===== src/rtl/hdmi_rx_pkg.sv =====
// Shared constants and helpers for the HDMI data-island packet receiver.
package hdmi_rx_pkg;

  localparam logic [7:0] PKT_NULL         = 8'h00;
  localparam logic [7:0] PKT_ACR          = 8'h01;
  localparam logic [7:0] PKT_AUDIO_SAMPLE = 8'h02;
  localparam logic [7:0] PKT_AVI          = 8'h82;
  localparam logic [7:0] PKT_SPD          = 8'h83;
  localparam logic [7:0] PKT_AUDIO_INFO   = 8'h84;

  localparam logic [7:0] AVI_VERSION = 8'h02;
  localparam logic [7:0] AVI_LENGTH  = 8'h0D;

  typedef enum logic {ST_IDLE, ST_UNPACK} unpack_state_t;

  function automatic logic [7:0] sub_byte(input logic [55:0] s, input int n);
    return s[8*n +: 8];
  endfunction

endpackage


===== src/rtl/hdmi_rx_audio_fifo.sv =====
// First-word fall-through FIFO holding unpacked stereo audio entries.
module hdmi_rx_audio_fifo #(
  parameter int WIDTH      = 33,
  parameter int DEPTH_LOG2 = 3
) (
  input  logic             i_clk,
  input  logic             i_rst,
  input  logic             i_push,
  input  logic [WIDTH-1:0] i_din,
  input  logic             i_pop,
  output logic [WIDTH-1:0] o_dout,
  output logic             o_empty,
  output logic             o_full
);

  localparam int DEPTH = 1 << DEPTH_LOG2;

  logic [WIDTH-1:0]      r_mem [DEPTH];
  logic [DEPTH_LOG2-1:0] r_wr_ptr;
  logic [DEPTH_LOG2-1:0] r_rd_ptr;
  logic [DEPTH_LOG2:0]   r_count;
  logic                  w_pop;
  logic                  w_push;

  assign o_empty = (r_count == '0);
  // Count never exceeds DEPTH, so its MSB alone marks full.
  assign o_full  = r_count[DEPTH_LOG2];
  assign w_pop   = i_pop && !o_empty;
  assign w_push  = i_push && (!o_full || w_pop);
  assign o_dout  = o_empty ? '0 : r_mem[r_rd_ptr];

  always_ff @(posedge i_clk) begin
    if (w_push) r_mem[r_wr_ptr] <= i_din;
  end

  always_ff @(posedge i_clk or posedge i_rst) begin
    if (i_rst) begin
      r_wr_ptr <= '0;
      r_rd_ptr <= '0;
      r_count  <= '0;
    end else begin
      if (w_push) r_wr_ptr <= r_wr_ptr + 1'b1;
      if (w_pop)  r_rd_ptr <= r_rd_ptr + 1'b1;
      case ({w_push, w_pop})
        2'b10:   r_count <= r_count + 1'b1;
        2'b01:   r_count <= r_count - 1'b1;
        default: r_count <= r_count;
      endcase
    end
  end

endmodule


===== src/rtl/hdmi_packet_receiver.sv =====
// Classifies corrected data-island packets: audio unpack into a FIFO,
// ACR N/CTS capture, AVI InfoFrame checksum and VIC extraction.
module hdmi_packet_receiver
  import hdmi_rx_pkg::*;
#(
  parameter int AUDIO_BIT_WIDTH = 16,
  parameter int FIFO_DEPTH_LOG2 = 3
) (
  input  logic                            i_clk_pixel,
  input  logic                            i_reset,
  input  logic                            i_packet_valid,
  input  logic [23:0]                     i_header,
  input  logic [3:0][55:0]                i_sub,
  input  logic                            i_header_ecc_error,
  input  logic [3:0]                      i_sub_ecc_error,
  input  logic                            i_audio_ready,
  output logic                            o_audio_valid,
  output logic [1:0][AUDIO_BIT_WIDTH-1:0] o_audio_sample_word,
  output logic                            o_audio_block_start,
  output logic                            o_audio_overflow,
  output logic                            o_parity_error,
  output logic [19:0]                     o_acr_n,
  output logic [19:0]                     o_acr_cts,
  output logic                            o_acr_update,
  output logic [6:0]                      o_avi_vic,
  output logic                            o_avi_valid,
  output logic [15:0]                     o_ecc_error_count
);

  localparam int W  = AUDIO_BIT_WIDTH;
  localparam int FW = 2 * W + 1;

  logic [7:0] w_hb0, w_hb1, w_hb2;
  logic       w_hdr_ok, w_is_audio, w_is_acr, w_is_avi;

  assign w_hb0 = i_header[7:0];
  assign w_hb1 = i_header[15:8];
  assign w_hb2 = i_header[23:16];

  assign w_hdr_ok   = i_packet_valid && !i_header_ecc_error;
  assign w_is_audio = w_hdr_ok && (w_hb0 == PKT_AUDIO_SAMPLE) && !w_hb1[4];
  assign w_is_acr   = w_hdr_ok && (w_hb0 == PKT_ACR) && !i_sub_ecc_error[0];
  assign w_is_avi   = w_hdr_ok && (w_hb0 == PKT_AVI) && (w_hb1 == AVI_VERSION) &&
                      (w_hb2 == AVI_LENGTH) && (i_sub_ecc_error == '0);

  // Audio unpacker
  unpack_state_t    r_state;
  logic [1:0]       r_slot;
  logic [3:0][55:0] r_subs;
  logic [3:0]       r_mask, r_bflag, r_sub_err;
  logic [55:0]      w_cur;
  logic             w_slot_live, w_par_fail;
  logic [FW-1:0]    w_push_data, w_fifo_dout;
  logic             w_fifo_empty, w_fifo_full;

  assign w_cur       = r_subs[r_slot];
  assign w_slot_live = (r_state == ST_UNPACK) && r_mask[r_slot] && !r_sub_err[r_slot];
  assign w_push_data = {w_cur[47:48-W], w_cur[23:24-W], r_bflag[r_slot]};
  assign w_par_fail  = (^{w_cur[51:48], w_cur[23:0]}) | (^{w_cur[55:52], w_cur[47:24]});

  always_ff @(posedge i_clk_pixel or posedge i_reset) begin
    if (i_reset) begin
      r_state   <= ST_IDLE;
      r_slot    <= '0;
      r_subs    <= '0;
      r_mask    <= '0;
      r_bflag   <= '0;
      r_sub_err <= '0;
    end else if (i_packet_valid) begin
      // Any new packet abandons slots still pending from the previous one.
      if (w_is_audio) begin
        r_state   <= ST_UNPACK;
        r_slot    <= '0;
        r_subs    <= i_sub;
        r_mask    <= w_hb1[3:0];
        r_bflag   <= w_hb2[7:4];
        r_sub_err <= i_sub_ecc_error;
      end else begin
        r_state <= ST_IDLE;
      end
    end else if (r_state == ST_UNPACK) begin
      r_slot <= r_slot + 1'b1;
      if (r_slot == 2'd3) r_state <= ST_IDLE;
    end
  end

  hdmi_rx_audio_fifo #(
    .WIDTH      (FW),
    .DEPTH_LOG2 (FIFO_DEPTH_LOG2)
  ) u_fifo (
    .i_clk   (i_clk_pixel),
    .i_rst   (i_reset),
    .i_push  (w_slot_live),
    .i_din   (w_push_data),
    .i_pop   (i_audio_ready),
    .o_dout  (w_fifo_dout),
    .o_empty (w_fifo_empty),
    .o_full  (w_fifo_full)
  );

  assign o_audio_valid          = !w_fifo_empty;
  assign o_audio_block_start    = w_fifo_dout[0];
  assign o_audio_sample_word[0] = w_fifo_dout[W:1];
  assign o_audio_sample_word[1] = w_fifo_dout[2*W:W+1];

  logic r_overflow, r_parity;

  always_ff @(posedge i_clk_pixel or posedge i_reset) begin
    if (i_reset) begin
      r_overflow <= 1'b0;
      r_parity   <= 1'b0;
    end else begin
      if (w_slot_live && w_par_fail) r_parity <= 1'b1;
      if (w_slot_live && w_fifo_full && !i_audio_ready) r_overflow <= 1'b1;
    end
  end

  assign o_audio_overflow = r_overflow;
  assign o_parity_error   = r_parity;

  // AVI checksum: two partial byte sums, combined one cycle later.
  logic [7:0] w_sum_lo, w_sum_hi, w_avi_sum;
  logic [7:0] r_avi_sum_lo, r_avi_sum_hi;
  logic [6:0] r_avi_vic_s1;
  logic       r_avi_vld;

  always_comb begin
    w_sum_lo = w_hb0 + w_hb1 + w_hb2;
    w_sum_hi = '0;
    for (int n = 0; n < 7; n++) begin
      w_sum_lo = w_sum_lo + sub_byte(i_sub[0], n) + sub_byte(i_sub[1], n);
      w_sum_hi = w_sum_hi + sub_byte(i_sub[2], n) + sub_byte(i_sub[3], n);
    end
  end

  assign w_avi_sum = r_avi_sum_lo + r_avi_sum_hi;

  logic [19:0] r_acr_n, r_acr_cts;
  logic        r_acr_update;
  logic [6:0]  r_avi_vic;
  logic        r_avi_valid;
  logic [15:0] r_ecc_cnt;

  always_ff @(posedge i_clk_pixel or posedge i_reset) begin
    if (i_reset) begin
      r_acr_n      <= '0;
      r_acr_cts    <= '0;
      r_acr_update <= 1'b0;
      r_avi_sum_lo <= '0;
      r_avi_sum_hi <= '0;
      r_avi_vic_s1 <= '0;
      r_avi_vld    <= 1'b0;
      r_avi_vic    <= '0;
      r_avi_valid  <= 1'b0;
      r_ecc_cnt    <= '0;
    end else begin
      r_acr_update <= w_is_acr;
      if (w_is_acr) begin
        r_acr_cts <= {i_sub[0][11:8], i_sub[0][23:16], i_sub[0][31:24]};
        r_acr_n   <= {i_sub[0][35:32], i_sub[0][47:40], i_sub[0][55:48]};
      end
      r_avi_vld <= w_is_avi;
      if (w_is_avi) begin
        r_avi_sum_lo <= w_sum_lo;
        r_avi_sum_hi <= w_sum_hi;
        r_avi_vic_s1 <= i_sub[0][38:32];
      end
      if (r_avi_vld && (w_avi_sum == 8'h00)) begin
        r_avi_vic   <= r_avi_vic_s1;
        r_avi_valid <= 1'b1;
      end
      if (i_packet_valid && (i_header_ecc_error || (|i_sub_ecc_error)) &&
          (r_ecc_cnt != 16'hFFFF))
        r_ecc_cnt <= r_ecc_cnt + 1'b1;
    end
  end

  assign o_acr_n           = r_acr_n;
  assign o_acr_cts         = r_acr_cts;
  assign o_acr_update      = r_acr_update;
  assign o_avi_vic         = r_avi_vic;
  assign o_avi_valid       = r_avi_valid;
  assign o_ecc_error_count = r_ecc_cnt;

endmodule

===== config.mk =====
export PLATFORM = sky130hd
export DESIGN_NAME = hdmi_packet_receiver
export DESIGN_NICKNAME = d
export VERILOG_FILES = /design/src/rtl/hdmi_rx_pkg.sv /design/src/rtl/hdmi_rx_audio_fifo.sv /design/src/rtl/hdmi_packet_receiver.sv
export SDC_FILE = /design/constraint.sdc
export NUM_CORES = 1
export LEC_CHECK = 0
export ABC_AREA = 1
export BUFFER_PORTS_ARGS = -buffer_cell sky130_fd_sc_hd__buf_2
export CAP_MARGIN = 20
export CORE_ASPECT_RATIO = 1.4
export CORE_MARGIN = 2
export CORE_UTILIZATION = 64
export DETAILED_ROUTE_END_ITERATION = 8
export PLACE_DENSITY = 0.86
export SLEW_MARGIN = 20
export SYNTH_ARGS = -nofsm -noshare
export SYNTH_HDL_FRONTEND = slang
export SYNTH_SLANG_ARGS = --single-unit

===== constraint.sdc =====
create_clock -name i_clk_pixel -period 17.65 [get_ports i_clk_pixel]
set_clock_uncertainty 0.1 [all_clocks]
set_input_delay 0.8825 -clock i_clk_pixel [delete_from_list [all_inputs] [get_ports i_clk_pixel]]
set_output_delay 0.8825 -clock i_clk_pixel [all_outputs]
set_load 0.005 [all_outputs]

**Word level (Yosys, flattened, before mapping)**

Memory sizes are Yosys's and may differ from the RTL's.
Index checks and enable logic that the tools add are counted.
Widths: inputs -> output; s select.

- Memories: 1
- Bits in writable memories: 264
- Word-level logic and storage cells: 130
- Output and inout bits: 101
- Bits of input ports: 257
- Register bits after elaboration: 340

- Bitwise gates (word level): 1
- Eq/ne operators: 10
- Order comparisons: 1
- $add $sub $neg: 36
- Mux-type cells: 19
- Reductions and logical operators: 38

Memory list:

| name | depth | width | read ports | clocked after memory_dff | wr ports | RTL line | RTL |
|---|---|---|---|---|---|---|---|
| u_fifo.r_mem | 8 | 33 | 1 | 0 | 1 | hdmi_rx_audio_fifo.sv:18 | `logic [WIDTH-1:0] r_mem [DEPTH];` |

Operators by type and width:

| cell | number |
|---|---|
| $add 8x8->8 | 30 |
| $bmux 56 s2 | 1 |
| $mux 56 | 1 |
| $reduce_xor 28->1 | 2 |
| $mux 33 | 1 |
| $logic_and 1x1->1 | 19 |
| $add 16x1->16 const B | 1 |
| $eq 8x2->1 const B | 2 |
| $ne 16x16->1 const B | 1 |
| $mux 1 | 9 |
| $eq 8x1->1 const B | 1 |
| $eq 8x4->1 const B | 1 |
| $eq 8x8->1 const B | 1 |
| $logic_not 4->1 | 2 |
| $logic_not 8->1 | 1 |
| $pmux 4 s2 | 1 |
| $logic_not 1->1 | 7 |
| $add 3x1->3 const B | 2 |
| $bmux 1 s2 | 3 |
| $mux 2 | 3 |
| $add 4x1->4 const B | 1 |
| $eq 2x2->1 const B | 2 |
| $reduce_and 2->1 | 2 |
| $reduce_bool 2->1 | 2 |
| other kinds (8) | 9 |

**Longest topological paths before layout**

- Word-level depth: 16
- Depth in mapped cells: 24
- Depth with buffers taken out: 24

**Modules after synthesis**

A second synthesis with hierarchy kept.

- Cells, all modules: 3624
- Area, all modules: 32526.2 um2

By module, submodules not included:

| module | sequential area each (um2) | times used | area each (um2) | cells each |
|---|---|---|---|---|
| hdmi_packet_receiver | 8257.9 | 1 | 21608.2 | 2763 |
| hdmi_rx_audio_fifo | 8177.8 | 1 | 10918.0 | 861 |

**Least setup slack after synthesis**

Ideal clock, no wire load.

- Kind: input-to-reg
- From: input port i_sub[162] in the netlist's numbering
- To: register r_avi_sum_hi[7]
- Path buffers: 0
- Data required time: 17.431 ns
- Path slack: 12.184 ns
- Library setup time: 0.119 ns
- Arrival: 5.247 ns
- Stages on the path: 20
- Cell sequence: fa_1 > inv_1 > fa_1 > inv_1 > fa_1 > fa_1 > inv_1 > fa_1 > inv_1 > fa_1 > inv_1 > fa_1 > o21ai_0 > nand2_1 > nand2_1 > a21oi_1 > xor2_1 > nand3b_1 > nand3_1 > nand2_1

- Cells in the longest elaborated chain, start to end: 2

Ends and longest elaborated chain:

| what | RTL line | RTL |
|---|---|---|
| start: declaration | hdmi_packet_receiver.sv:13 | `input logic [3:0][55:0] i_sub,` |
| $add 8x8->8 (2 in a row) | hdmi_packet_receiver.sv:132 | `w_sum_hi = w_sum_hi + sub_byte(i_sub[2], n) + sub_byte(i_sub[3], n);` |
| end signal: assignment | hdmi_packet_receiver.sv:165 | `r_avi_sum_hi <= w_sum_hi;` |
| end: declaration | hdmi_packet_receiver.sv:123 | `logic [7:0] r_avi_sum_lo, r_avi_sum_hi;` |

Every way passes these cells.
A chain may end at the register's enable or synchronous reset.

**Worst setup path after layout**

- From: input port i_sub[164] in the netlist's numbering
- To: register r_avi_sum_hi[7]

The elaborated chain is that of the path after synthesis.

==> results.tsv <==
stage	metric	value	unit
final_layout	final_cells	4396	
place	post-dp-hpwl	65300	microns
floorplan	die_w	194	microns
job	drv_cap	0	
clocking	hold_buffers	0	
global_route	grt_pass1_vias	25600	
sta	worst_pin_slew	1120	ps
drt	routed_wl	91900	microns
drt	post_drt_wl_per_cell	20.9	microns
yosys	synth_warnings	0	
sta	period_share	31.0	%
yosys	syn_nets	3868	
drt	drt_iter0_markers	2309	
floorplan	start_util	64.8	%
sta	setup_viol	0	
power	power.density	147	nW/um^2
sta	layout_setup_ws	12180	ps
worst_setup_path	endpoint_kind	flip-flop	
floorplan	die_h	270	microns
place	pre_cts_ws	11600	ps
final_layout	final_cell_area	36700	sq um
sta	rsz0062_at_grt	no	
worst_setup_path	crit_path_start_kind	primary input	
final_layout	nNetsFinal	4170	
place	dp_cells	4287	
clocking	htreeDepth	2	
floorplan	row_count	97	
clocking	cts.path.max_buffers	3	
sta	finalCriticalPeriod	5470	ps
place	place_congestion	0.985	
place	dpl_cell_area	34600	sq um
clocking	clockRootBuffer	clkbuf_16	
worst_setup_path	critPathArrivalTime	5870	ps
yosys	ys_seq_elements	604	
drt	routed_via_density	5.74	
final_layout	drive_gt1_share	16.8	%
clocking	cts_tree	built	
yosys	netlist_instances	3400	
worst_setup_path	path_class	primary input to flip-flop	
sta	drv_slew	0	
drt	drt_pass1_iterations	8	
final_layout	mostFrequentLayoutCells	917 x nand2_1, 474 x inv_1, 362 x o21ai_0	
clocking	clk_pin_slew_worst_paths	60	ps
yosys	syn-cell-area	32400	sq um
yosys	syn_area_per_cell	9.53	sq um
global_route	grt_max_degree	256	
power	ir_drop	0.190	mV
sta	holdWs	325	ps
yosys	seq_area_frac_synth	50.7	%
clocking	post_cts_resize_count	0	
sta	clock.fmax	183	MHz
drt	final_antenna_net_count	0	
yosys	synthArstFlopShare	56.3	%
clocking	cts.sinks	604	
yosys	synth-edff-count	264	
clocking	clock_latency	620	ps
worst_setup_path	cp.required	18050	ps
global_route	antenna_found_initial	17	
power	p_leak	17.7	nW
sta	slew_headroom	25.0	%
worst_hold_path	hp-class	primary input to asynchronous set/reset pin	
final_layout	layout_commonest_cell	nand2_1	
global_route	grt_pass1_wl	141000	microns
global_route	grt_overflow	0	
sta	tns	0	ps
final_layout	area_delta_synth_final	13.2	%
yosys	synthFlopType	dfrtp_1	
drt	via_count	25300	
run_status	outcome	completed	
yosys	yosys.cell_types.count	40	
floorplan	dieArea	52500	sq um
global_route	grt.total_usage	35.4	%
place	portBuffers	357	
worst_setup_path	critPathMaxFanout	4	
drt	drc	0	
floorplan	core_area	50000	sq um
sta	hold_violations	0	
clocking	cts_setup_buffers	0	
floorplan	num_io_pins	358	
clocking	cts_buffers	56	
per-stage QoR:
| step | util (%) | power (mW) |
|---|---|---|
| finish | 73.4 | 5.39 |
| global route | 73.4 | 5.73 |
| CTS | 73.4 | 5.36 |
| detailed placement | 69.2 | 3.99 |
| global placement | 69.2 | 3.89 |
| floorplan | - | 3.27 |
flip-flops by register name, indices dropped and copies added (netlist names), 8 cells and up:
name and cells:
o_acr_cts 20, o_ecc_error_count 16, r_avi_sum_lo 8, r_subs 224, u_fifo.r_mem 264, o_acr_n 20
r_avi_sum_hi 8
Yosys cell counts (4+ instances only):
library cell	n	area [sq um]
a21oi_1	7	35.0
a31oi_1	33	206
buf_2	28	140
buf_4	8	60.1
buf_6	5	56.3
clkbuf_1	96	360
dfrtp_1	340	8510
edfxtp_1	264	7930
fa_1	169	3380
ha_1	42	526
inv_1	476	1790
inv_2	7	26.3
mux2_2	116	1310
nand2_1	918	3450
nand3_1	116	581
nand3b_1	4	30.0
nand4_1	15	93.8
nor2_1	236	886
nor2_2	4	25.0
nor3_1	8	40.0
nor4_1	5	31.3
o21ai_0	362	1810
o22ai_1	34	213
xnor2_1	53	464
xor2_1	34	298
final timing paths:
kind	depth (start not counted)	slack, ps	to	from
max	21	12180	r_avi_sum_hi[7]$_DFFE_PP0P_	i_sub[164]
min	2	320	r_subs[33]$_DFFE_PP0P_	i_reset
max reg2reg	15	13690	u_fifo.r_count[3]$_DFFE_PP0P_	r_slot[0]$_DFFE_PP0P_
min reg2reg	2	360	o_parity_error$_DFFE_PP0P_	o_parity_error$_DFFE_PP0P_
max in group asynchronous	3	15560	r_subs[215]$_DFFE_PP0P_	i_reset
min in group i_clk_pixel	2	360	o_parity_error$_DFFE_PP0P_	o_parity_error$_DFFE_PP0P_
routing by layer:
metal | routed length [microns] | track usage, % | up-vias
li1 | - | - | 11400
met1 | 30700 | 40.5 | 12000
met2 | 45100 | 59.0 | 1409
met3 | 8350 | 7.47 | 380
met4 | 7610 | 25.6 | 24
met5 | 149 | 0 | -
logic make-up (layout without fill, tap and decap cells):
| family | count (synthesis) | in the layout | share of synthesized area [%] |
|---|---|---|---|
| other | 0 | 5 | 0 |
| muxes | 117 | 117 | 4.06 |
| xor gates and xnor gates | 87 | 87 | 2.35 |
| and+or+nand+nor | 1311 | 1311 | 16.0 |
| AOI/OAI and AO/OA | 446 | 446 | 7.30 |
| DFF | 604 | 604 | 50.7 |
| buffers and inverters | 624 | 972 | 7.55 |
| adders and majority gates | 211 | 211 | 12.1 |
power by group:
group / switching [mW] / total [mW] / internal [mW] / leakage, nW
combinational: 1.52 / 2.49 / 0.962 / 9.63
sequential: 0.0499 / 1.55 / 1.50 / 7.10
clock: 0.553 / 1.35 / 0.799 / 0.989
total: 2.13 / 5.39 / 3.26 / 17.7
critical path, cell delays in order:
cell,delay (ps)
buf_2,120
fa_1,730
inv_1,100
fa_1,510
inv_1,50
fa_1,580
fa_1,440
fa_1,490
inv_1,40
fa_1,480
inv_1,40
ha_1,330
nand2_1,70
o21ai_0,260
nand2_1,120
nand2_1,80
a21oi_1,70
xor2_1,150
nand3b_1,180
nand3_1,90
nand2_1,60
cell type report:
| class | instances | area [sq um] |
|---|---|---|
| antenna | 5 | 12.5 |
| clock buffer | 62 | 1480 |
| clock inverter | 42 | 597 |
| fill | 3385 | 13300 |
| inverter | 485 | 1830 |
| multi-input combinational | 2172 | 13500 |
| sequential | 604 | 16400 |
| tap | 643 | 805 |
| timing repair buffer | 383 | 1990 |
(Power assumes the default switching activity.)
